===== src/rtl/led_fade_driver.sv =====
// LED fade driver: ramps a PWM duty one LSB per STEP_DIV clocks toward the synchronized target.
// Optional LED_FADE_GAMMA_EN selects a quadratic duty-to-compare curve (default: linear).
module led_fade_driver #(
  parameter int unsigned PWM_BITS = 8,
  parameter int unsigned STEP_DIV = 49000
) (
  input  logic                clk,
  input  logic                rst_n,
  input  logic                led_in,
  input  logic [PWM_BITS-1:0] duty_max,
  output logic                led_out,
  output logic [PWM_BITS-1:0] duty,
  output logic                busy
);

  localparam int unsigned StepW = (STEP_DIV > 1) ? $clog2(STEP_DIV) : 1;
  localparam logic [StepW-1:0] StepLast = StepW'(STEP_DIV - 1);
  localparam logic [PWM_BITS-1:0] DutyFull = '1;

  typedef enum logic [1:0] {
    StOff  = 2'b00,
    StRise = 2'b01,
    StOn   = 2'b10,
    StFall = 2'b11
  } state_e;

  logic                sync1_q, sync2_q;
  logic [PWM_BITS-1:0] duty_q, duty_d;
  logic [StepW-1:0]    step_q, step_d;
  logic [PWM_BITS-1:0] pwm_cnt_q, pwm_cnt_d;
  logic                busy_q, busy_d;
  logic                led_q, led_d;
  logic [PWM_BITS-1:0] target;
  logic [PWM_BITS-1:0] cmp;
  state_e              state;

  // duty_max is used unsynchronized; only the on/off level crosses domains
  assign target = sync2_q ? duty_max : '0;

  // State is a pure function of duty and target, re-derived every clock
  always_comb begin
    if (duty_q == target) begin
      state = (duty_q == '0) ? StOff : StOn;
    end else begin
      state = (duty_q < target) ? StRise : StFall;
    end
  end

  always_comb begin
    duty_d = duty_q;
    step_d = step_q;
    unique case (state)
      StOff, StOn: step_d = '0;
      StRise, StFall: begin
        // Step counter is deliberately not cleared on RISE<->FALL reversal
        if (step_q == StepLast) begin
          step_d = '0;
          duty_d = (state == StRise) ? duty_q + 1'b1 : duty_q - 1'b1;
        end else begin
          step_d = step_q + 1'b1;
        end
      end
      default: step_d = '0;
    endcase
    busy_d = (duty_d != target);
  end

`ifdef LED_FADE_GAMMA_EN
  logic [2*PWM_BITS-1:0] duty_sq;
  assign duty_sq = {{PWM_BITS{1'b0}}, duty_q} * {{PWM_BITS{1'b0}}, duty_q};
  assign cmp     = duty_sq[2*PWM_BITS-1:PWM_BITS];
`else
  assign cmp = duty_q;
`endif

  // Full-on is keyed on duty so the top code gives a constant-high pin
  always_comb begin
    pwm_cnt_d = pwm_cnt_q + 1'b1;
    led_d     = (duty_q == DutyFull) || (pwm_cnt_q < cmp);
  end

  always_ff @(posedge clk or negedge rst_n) begin
    if (!rst_n) begin
      sync1_q   <= 1'b0;
      sync2_q   <= 1'b0;
      duty_q    <= '0;
      step_q    <= '0;
      pwm_cnt_q <= '0;
      busy_q    <= 1'b0;
      led_q     <= 1'b0;
    end else begin
      sync1_q   <= led_in;
      sync2_q   <= sync1_q;
      duty_q    <= duty_d;
      step_q    <= step_d;
      pwm_cnt_q <= pwm_cnt_d;
      busy_q    <= busy_d;
      led_q     <= led_d;
    end
  end

  assign led_out = led_q;
  assign duty    = duty_q;
  assign busy    = busy_q;

endmodule

===== config.mk =====
export PLATFORM = sky130hd
export DESIGN_NAME = led_fade_driver
export DESIGN_NICKNAME = d
export VERILOG_FILES = /design/src/rtl/led_fade_driver.sv
export SDC_FILE = /design/constraint.sdc
export NUM_CORES = 1
export LEC_CHECK = 0
export CAP_MARGIN = 20
export CORE_AREA = 2 2 88 90
export DETAILED_ROUTE_END_ITERATION = 16
export DIE_AREA = 0 0 90 92
export GPL_ROUTABILITY_DRIVEN = 0
export HOLD_SLACK_MARGIN = 0.05
export PLACE_DENSITY_LB_ADDON = 0.05
export SLEW_MARGIN = 20
export SYNTH_ARGS = -nofsm -noshare
export SYNTH_HDL_FRONTEND = slang
export SYNTH_SLANG_ARGS = --single-unit
export TNS_END_PERCENT = 30

===== constraint.sdc =====
create_clock -name clk -period 4.2 [get_ports clk]
set_input_delay 0.63 -clock clk [delete_from_list [all_inputs] [get_ports clk]]
set_output_delay 0.63 -clock clk [all_outputs]
set_load 0.01 [all_outputs]

==> impl_metrics.py, run 1 <==
metrics = {
    "run_status": {
        "status": "completed",
    },
    "route": {
        "final_wl_mm": 5.80,
        "post-route-drc-count": 0,
        "drt-wirelength-per-cell_um": 14.4,
        "drt_first_iter_violations": 44,
        "vias_per_cell": 4.85,
        "dr_total_vias": 1961,
        "remaining_antenna_violation_count": 0,
        "dr.pass1.iters": 4,
    },
    "power": {
        "power_density_mw_per_mm2": 275,
        "power.ir.vdd_worst_v": 0.000219,
        "power_mw": 0.824,
        "power.leakage_nw": 1.28,
    },
    "setup_path": {
        "critPathSlowestCell": "sky130_fd_sc_hd__a2111oi_4",
        "worstPathBufferInverterCount": 1,
        "crit_fanout": 5,
        "worst_ep_arrival_time_ns": 4.10,
        "data_required_time_of_the_critical_path_ns": 4.37,
        "cp_slowest_stage_delay_ns": 0.48,
        "critical_path.endpoint_type": "flip-flop",
        "timing.setup.critical_path_class": "primary input to flip-flop",
        "crit_chain": "clkdlybuf4s50_1, and2_1, ha_1, nand2b_1, a2111oi_4, o21ai_4, ha_1, nor2b_1, or2_1, o31a_1, a31oi_1, xor2_1, mux2i_1, xor2_1, nand3_1",
        "timing.critical_path.from_type": "primary input",
        "critical-path-top-delay-family": "compound AO/OA/AOI/OAI gates",
    },
    "logic_synthesis": {
        "ys_async_sr_fraction_pct": 100,
        "post_synth.cell_area_avg_um2": 9.45,
        "yosys_warnings": 0,
        "yosys_register_bits": 36,
        "yosys_most_used_dff": "sky130_fd_sc_hd__dfrtp_1",
        "synthCells": 259,
        "synthDistinctLibCells": 45,
        "synth_seq_area_share_pct": 36.8,
        "synth_nets": 293,
        "synthesis.area_mm2": 0.00245,
        "synth_edf_count": 0,
    },
    "timing": {
        "layout_worst_path_cycle_share_pct": 93.6,
        "setup_viol": 0,
        "timing.final.hold_violations": 0,
        "fmax_mhz": 254,
        "grt_setup_unrepaired": "false",
        "setup_ws_ns": 0.268,
        "clock-skew-final_ns": 0.00285,
        "worst_pin_slew_ns": 0.844,
        "timing.final.max_slew_violations": 0,
        "final.min_clock_period_ns": 3.93,
        "slew_headroom_pct": 43.7,
    },
    "layout": {
        "num_antenna_cells": 0,
        "syn2layout_area_growth_pct": 22.2,
        "nNetsFinal": 335,
        "layout-drive-gt1-share_pct": 12.3,
    },
    "die": {
        "rows": 32,
        "initial_utilization_pct": 32.9,
        "chipWidth_um": 90,
        "floorplan.core_area_mm2": 0.00745,
        "die_area_mm2": 0.00828,
        "ioPinCount": 21,
        "vertical_die_dimension_um": 92,
    },
    "clock_tree": {
        "clock-root-buffer": "sky130_fd_sc_hd__clkbuf_8",
        "cts_made_buffers": 5,
        "post_cts_buffers": 0,
        "cts-root-to-sink-buffers": 2,
        "ctsHtreeMaxLevel": 2,
        "numClockSinks": 36,
        "tritoncts_clock_tree": "built",
        "clkTransAtPathRegs_ns": 0.08,
        "insertion_delay_of_the_later_clocked_pin_in_the_worst_skew_pair_ns": 0.29,
    },
    "grt": {
        "groute.usage.overall_pct": 15.2,
        "grt_pass1_wl_mm": 10.0,
        "grt_start_max_net_pins": 37,
        "antenna_violations_before_repair": 0,
        "globalRouteOverflowTotal": 0,
        "grt_pass1_vias": 1974,
    },
    "place": {
        "post_place_worst_slack_ns": -0.0476,
        "place_hpwl_mm": 4.50,
        "port-buffer-count": 20,
    },
    "flow_run": {
        "maxCapViolCount": 0,
    },
    "hold_path": {
        "hold_path_class": "flip-flop to flip-flop",
    },
}
-- synth_stat cells (all sizes together), types with 2 or more instances --
cell type	n	area (um^2)
nand3	16	80.1
nor2	31	116
a31oi	2	12.5
xnor2	20	175
and2	2	12.5
nor2b	3	26.3
o21a	2	15.0
o31ai	3	22.5
inv	11	41.3
or2	4	25.0
a21oi	12	60.1
nand2b	3	18.8
nand4	9	56.3
xor2	15	131
nor4	4	43.8
a21o	4	30.0
nand2	20	75.1
ha	22	275
a32oi	2	17.5
dfrtp	36	901
clkbuf	2	7.51
buf	2	10.0
o21ai	12	71.3
and3	4	25.0
a211oi	2	15.0
-- timing repair --
| item | CTS | global route |
|---|---|---|
| setup endpoints to repair | 0 | 1 |
| resized for setup | 0 | 1 |
| hold buffers | 0 | 0 |
-- state kept, by name, indices dropped and copies added (netlist names) --
register and count:
step_q 16, duty 8, pwm_cnt_q 8, busy 1
led_out 1, sync1_q 1, sync2_q 1
-- cells in the final DEF (no fill, tap or decap), drive strengths merged, types with 2 or more instances in the layout --
master	Yosys	routed
dfrtp	36	36
nor2	31	31
ha	22	22
nand2	20	20
xnor2	20	20
buf	2	20
clkdlybuf4s50	0	19
nand3	16	16
xor2	15	15
a21oi	12	12
inv	11	12
o21ai	12	12
nand4	9	9
clkbuf	2	6
or2	4	4
and3	4	4
a21o	4	4
nor4	4	4
nand2b	3	3
o31ai	3	3
nor2b	3	3
o21a	2	2
and2	2	2
a31oi	2	2
a211oi	2	2
a32oi	2	2
-- routing by layer --
| metal | share of wire [%] | routed length [um] | vias up | track usage [%] |
|---|---|---|---|---|
| met3 | 3.2 | 184 | 6 | 2.88 |
| li1 | - | - | 998 | - |
| met1 | 46 | 2660 | 928 | 19.3 |
| met5 | 0 | 0 | - | 0 |
| met2 | 50 | 2900 | 29 | 27.0 |
| met4 | 0.98 | 57 | 0 | 3.46 |
-- through the flow --
stage	cells	utilization [%]	setup TNS, ns	hold WS [ns]	cell area [um^2]
finish	404	40.2	0	0.355	2990
global route	404	40.2	0	0.363	2990
CTS	404	40.2	0	0.362	2990
detailed placement	396	38.9	-0.0476	0.336	2900
global placement	396	38.9	-0.0368	0.334	2900
floorplan	259	-	0	0.331	2450
-- cell families (layout without fill, tap and decap cells) --
| kind of cell | Yosys count | in the layout | synth area share (%) |
|---|---|---|---|
| simple gates | 102 | 102 | 21.7 |
| compound gates | 45 | 45 | 12.7 |
| xor+xnor | 36 | 36 | 13.4 |
| flops | 36 | 36 | 36.8 |
| fa+ha+maj | 24 | 24 | 12.5 |
| buf+inv | 15 | 58 | 2.40 |
| mux | 1 | 1 | 0.409 |
-- final cells by class --
| type | instances | area (um^2) |
|---|---|---|
| Clock inverter | 2 | 13.8 |
| Clock buffer | 6 | 82.6 |
| Tap cell | 102 | 128 |
| Timing Repair Buffer | 39 | 338 |
| Sequential cell | 36 | 901 |
| Inverter | 11 | 41.3 |
| Fill cell | 771 | 4460 |
| Multi-Input combinational cell | 208 | 1490 |
-- where the power goes --
part           switching, mW  internal [mW]  leakage (nW)  total (mW)
logic                 0.0691         0.0690         0.773       0.138
registers             0.0390          0.380         0.457       0.419
clock network          0.133          0.134        0.0516       0.267
total                  0.241          0.583          1.28       0.824
-- path summary, 6_finish.rpt --
kind                              startpoint                  end  depth (start not counted)  slack (ns)
setup reg to reg           sync2_q$_DFF_PN0_       busy$_DFF_PN0_                         14        0.39
hold / removal             sync1_q$_DFF_PN0_    sync2_q$_DFF_PN0_                          0        0.35
min in group asynchronous              rst_n    duty[4]$_DFF_PN0_                          1        0.43
hold reg to reg            sync1_q$_DFF_PN0_    sync2_q$_DFF_PN0_                          0        0.35
max in group asynchronous              rst_n  step_q[0]$_DFF_PN0_                          1        3.23
setup / recovery                 duty_max[0]       busy$_DFF_PN0_                         15        0.27
Power figures use the tool's default switching activity.
==> run 2, diff against run 1 <==
--- a/config.mk
+++ b/config.mk
@@ -5,6 +5,7 @@
 export SDC_FILE = /design/constraint.sdc
 export NUM_CORES = 1
 export LEC_CHECK = 0
+export ABC_CLOCK_PERIOD_IN_PS = 4200
 export CAP_MARGIN = 20
 export CORE_AREA = 2 2 88 90
 export DETAILED_ROUTE_END_ITERATION = 16
@@ -12,6 +13,7 @@
 export GPL_ROUTABILITY_DRIVEN = 0
 export HOLD_SLACK_MARGIN = 0.05
 export PLACE_DENSITY_LB_ADDON = 0.05
+export RECOVER_POWER = 50
 export SLEW_MARGIN = 20
 export SYNTH_ARGS = -nofsm -noshare
 export SYNTH_HDL_FRONTEND = slang
==> impl_metrics.py, run 2 (synthesis gave the netlist of run 1 again) <==
metrics = {
    "setup_path": {
        "reg2reg_depth": 14,
        "critical_path.endpoint_type": "flip-flop",
        "worst_setup_path_endpoint": "busy$_DFF_PN0_",
        "cp_slowest_stage_delay_ns": 0.48,
        "critical-path-top-delay-family": "compound AO/OA/AOI/OAI gates",
        "timing.critical_path.from_type": "primary input",
        "cell_depth_of_the_worst_setup_path": 15,
        "worstPathBufferInverterCount": 1,
        "crit_chain": "clkdlybuf4s50_1, and2_1, ha_1, nand2b_1, a2111oi_4, o21ai_4, ha_1, nor2b_1, or2_1, o31a_1, a31oi_1, xor2_1, mux2i_1, xor2_1, nand3_1",
        "startpoint": "duty_max[0]",
        "data_required_time_of_the_critical_path_ns": 4.37,
        "worst_ep_arrival_time_ns": 4.10,
        "critical_path.reg2reg.startpoint": "sync2_q$_DFF_PN0_",
        "timing.setup.critical_path_class": "primary input to flip-flop",
        "critPathSlowestCell": "sky130_fd_sc_hd__a2111oi_4",
        "reg2reg_to": "busy$_DFF_PN0_",
        "crit_fanout": 5,
        "ff2ff_setup_slack_ns": 0.39,
    },
    "route": {
        "dr_total_vias": 1961,
        "remaining_antenna_violation_count": 0,
        "vias_per_cell": 4.85,
        "final_wl_mm": 5.80,
        "drt_first_iter_violations": 44,
        "post-route-drc-count": 0,
        "drt-wirelength-per-cell_um": 14.4,
        "dr.pass1.iters": 4,
    },
    "place": {
        "place_hpwl_mm": 4.50,
        "post_place_worst_slack_ns": -0.0476,
        "dpl_cell_area_mm2": 0.00290,
        "numPlacedInstances": 396,
        "port-buffer-count": 20,
    },
    "timing": {
        "fin_tns_setup_ns": 0,
        "slew_headroom_pct": -34.3,
        "setup_viol": 0,
        "clock-skew-final_ns": 0.00285,
        "final.min_clock_period_ns": 3.93,
        "fmax_mhz": 254,
        "timing.final.max_slew_violations": 37,
        "setup_ws_ns": 0.268,
        "hold-worst-slack_ns": 0.355,
        "worst_pin_slew_ns": 2.01,
        "timing.final.hold_violations": 0,
        "grt_setup_unrepaired": "false",
        "layout_worst_path_cycle_share_pct": 93.6,
    },
    "run_status": {
        "status": "finished, violations left",
        "violations": "max-capacitance violations, max-slew violations",
    },
    "grt": {
        "globalRouteOverflowTotal": 0,
        "groute.usage.overall_pct": 15.2,
        "grt_start_max_net_pins": 37,
        "grt_pass1_vias": 1974,
        "antenna_violations_before_repair": 0,
        "grt_pass1_wl_mm": 10.0,
    },
    "power": {
        "power.ir.vdd_worst_v": 0.000219,
        "power_density_mw_per_mm2": 275,
        "power.leakage_nw": 1.28,
        "power_mw": 0.824,
    },
    "die": {
        "ioPinCount": 21,
        "chipWidth_um": 90,
        "rows": 32,
        "floorplan.core_area_mm2": 0.00745,
        "initial_utilization_pct": 32.9,
        "vertical_die_dimension_um": 92,
        "die_area_mm2": 0.00828,
    },
    "clock_tree": {
        "tritoncts_clock_tree": "built",
        "post_cts_buffers": 0,
        "ctsHtreeMaxLevel": 2,
        "cts-root-to-sink-buffers": 2,
        "clkTransAtPathRegs_ns": 0.08,
        "clock-root-buffer": "sky130_fd_sc_hd__clkbuf_8",
        "insertion_delay_of_the_later_clocked_pin_in_the_worst_skew_pair_ns": 0.29,
        "numClockSinks": 36,
        "cts_made_buffers": 5,
    },
    "layout": {
        "final_cells": 404,
        "layout-drive-gt1-share_pct": 11.9,
        "final_cell_area_mm2": 0.00299,
        "nNetsFinal": 335,
        "largest_register": "step_q",
        "largest_reg_flops": 16,
        "syn2layout_area_growth_pct": 22.2,
        "final_core_util_pct": 40.2,
        "num_antenna_cells": 0,
        "final_cell_mix": "sky130_fd_sc_hd__dfrtp_1, sky130_fd_sc_hd__nor2_1, sky130_fd_sc_hd__ha_1, sky130_fd_sc_hd__nand2_1, sky130_fd_sc_hd__xnor2_1",
        "final_common_cell": "sky130_fd_sc_hd__dfrtp_1",
    },
    "flow_run": {
        "maxCapViolCount": 1,
    },
    "hold_path": {
        "hold_path_class": "flip-flop to flip-flop",
    },
}
run 2: how the worst min path moves through the flow:
stage                                   end               from  slack (ns)  depth (start not counted)
final                     sync2_q$_DFF_PN0_  sync1_q$_DFF_PN0_        0.35                          0
after global routing      sync2_q$_DFF_PN0_  sync1_q$_DFF_PN0_        0.36                          0
after CTS                 sync2_q$_DFF_PN0_  sync1_q$_DFF_PN0_        0.36                          0
after detailed placement  sync2_q$_DFF_PN0_  sync1_q$_DFF_PN0_        0.34                          0
after global placement    sync2_q$_DFF_PN0_  sync1_q$_DFF_PN0_        0.33                          0
after floorplan              busy$_DFF_PN0_              rst_n        0.33                          0
run 2: metal layers:
metal | wire length (um) | part of all wire, % | global-route usage (%) | vias to the layer above
met2 | 2900 | 50 | 27.0 | 29
li1 | - | - | - | 998
met3 | 183 | 3.2 | 2.88 | 6
met4 | 57 | 0.98 | 3.46 | 0
met1 | 2650 | 46 | 19.3 | 928
met5 | 0 | 0 | 0 | -
run 2: area by class of cell:
| type | count | area, um^2 |
|---|---|---|
| inverter | 11 | 41.3 |
| clock buffer | 6 | 82.6 |
| timing repair buffer | 39 | 337 |
| fill | 772 | 4460 |
| sequential | 36 | 901 |
| clock inverter | 2 | 13.8 |
| tap | 102 | 128 |
| multi-input combinational | 208 | 1490 |
run 2: power by group:
part           internal, mW  switching (mW)
clock                 0.134           0.133
combinational        0.0686          0.0691
sequential            0.380          0.0390
total                 0.582           0.241
run 2: what timing repair did:
| action | 4_1_cts | 5_1_grt |
|---|---|---|
| resized for setup | 0 | 1 |
| endpoints found under the setup margin | 0 | 1 |
| hold buffers | 0 | 0 |
| hold endpoints to repair | 0 | 0 |
==> run 3, diff against run 2 <==
--- a/config.mk
+++ b/config.mk
@@ -14,6 +14,8 @@
 export HOLD_SLACK_MARGIN = 0.05
 export PLACE_DENSITY_LB_ADDON = 0.05
 export RECOVER_POWER = 50
+export SKIP_CTS_REPAIR_TIMING = 1
+export SKIP_LAST_GASP = 1
 export SLEW_MARGIN = 20
 export SYNTH_ARGS = -nofsm -noshare
 export SYNTH_HDL_FRONTEND = slang
==> results of run 3 <==
No change in the layout: final DEF, timing and power equal those of run 2.
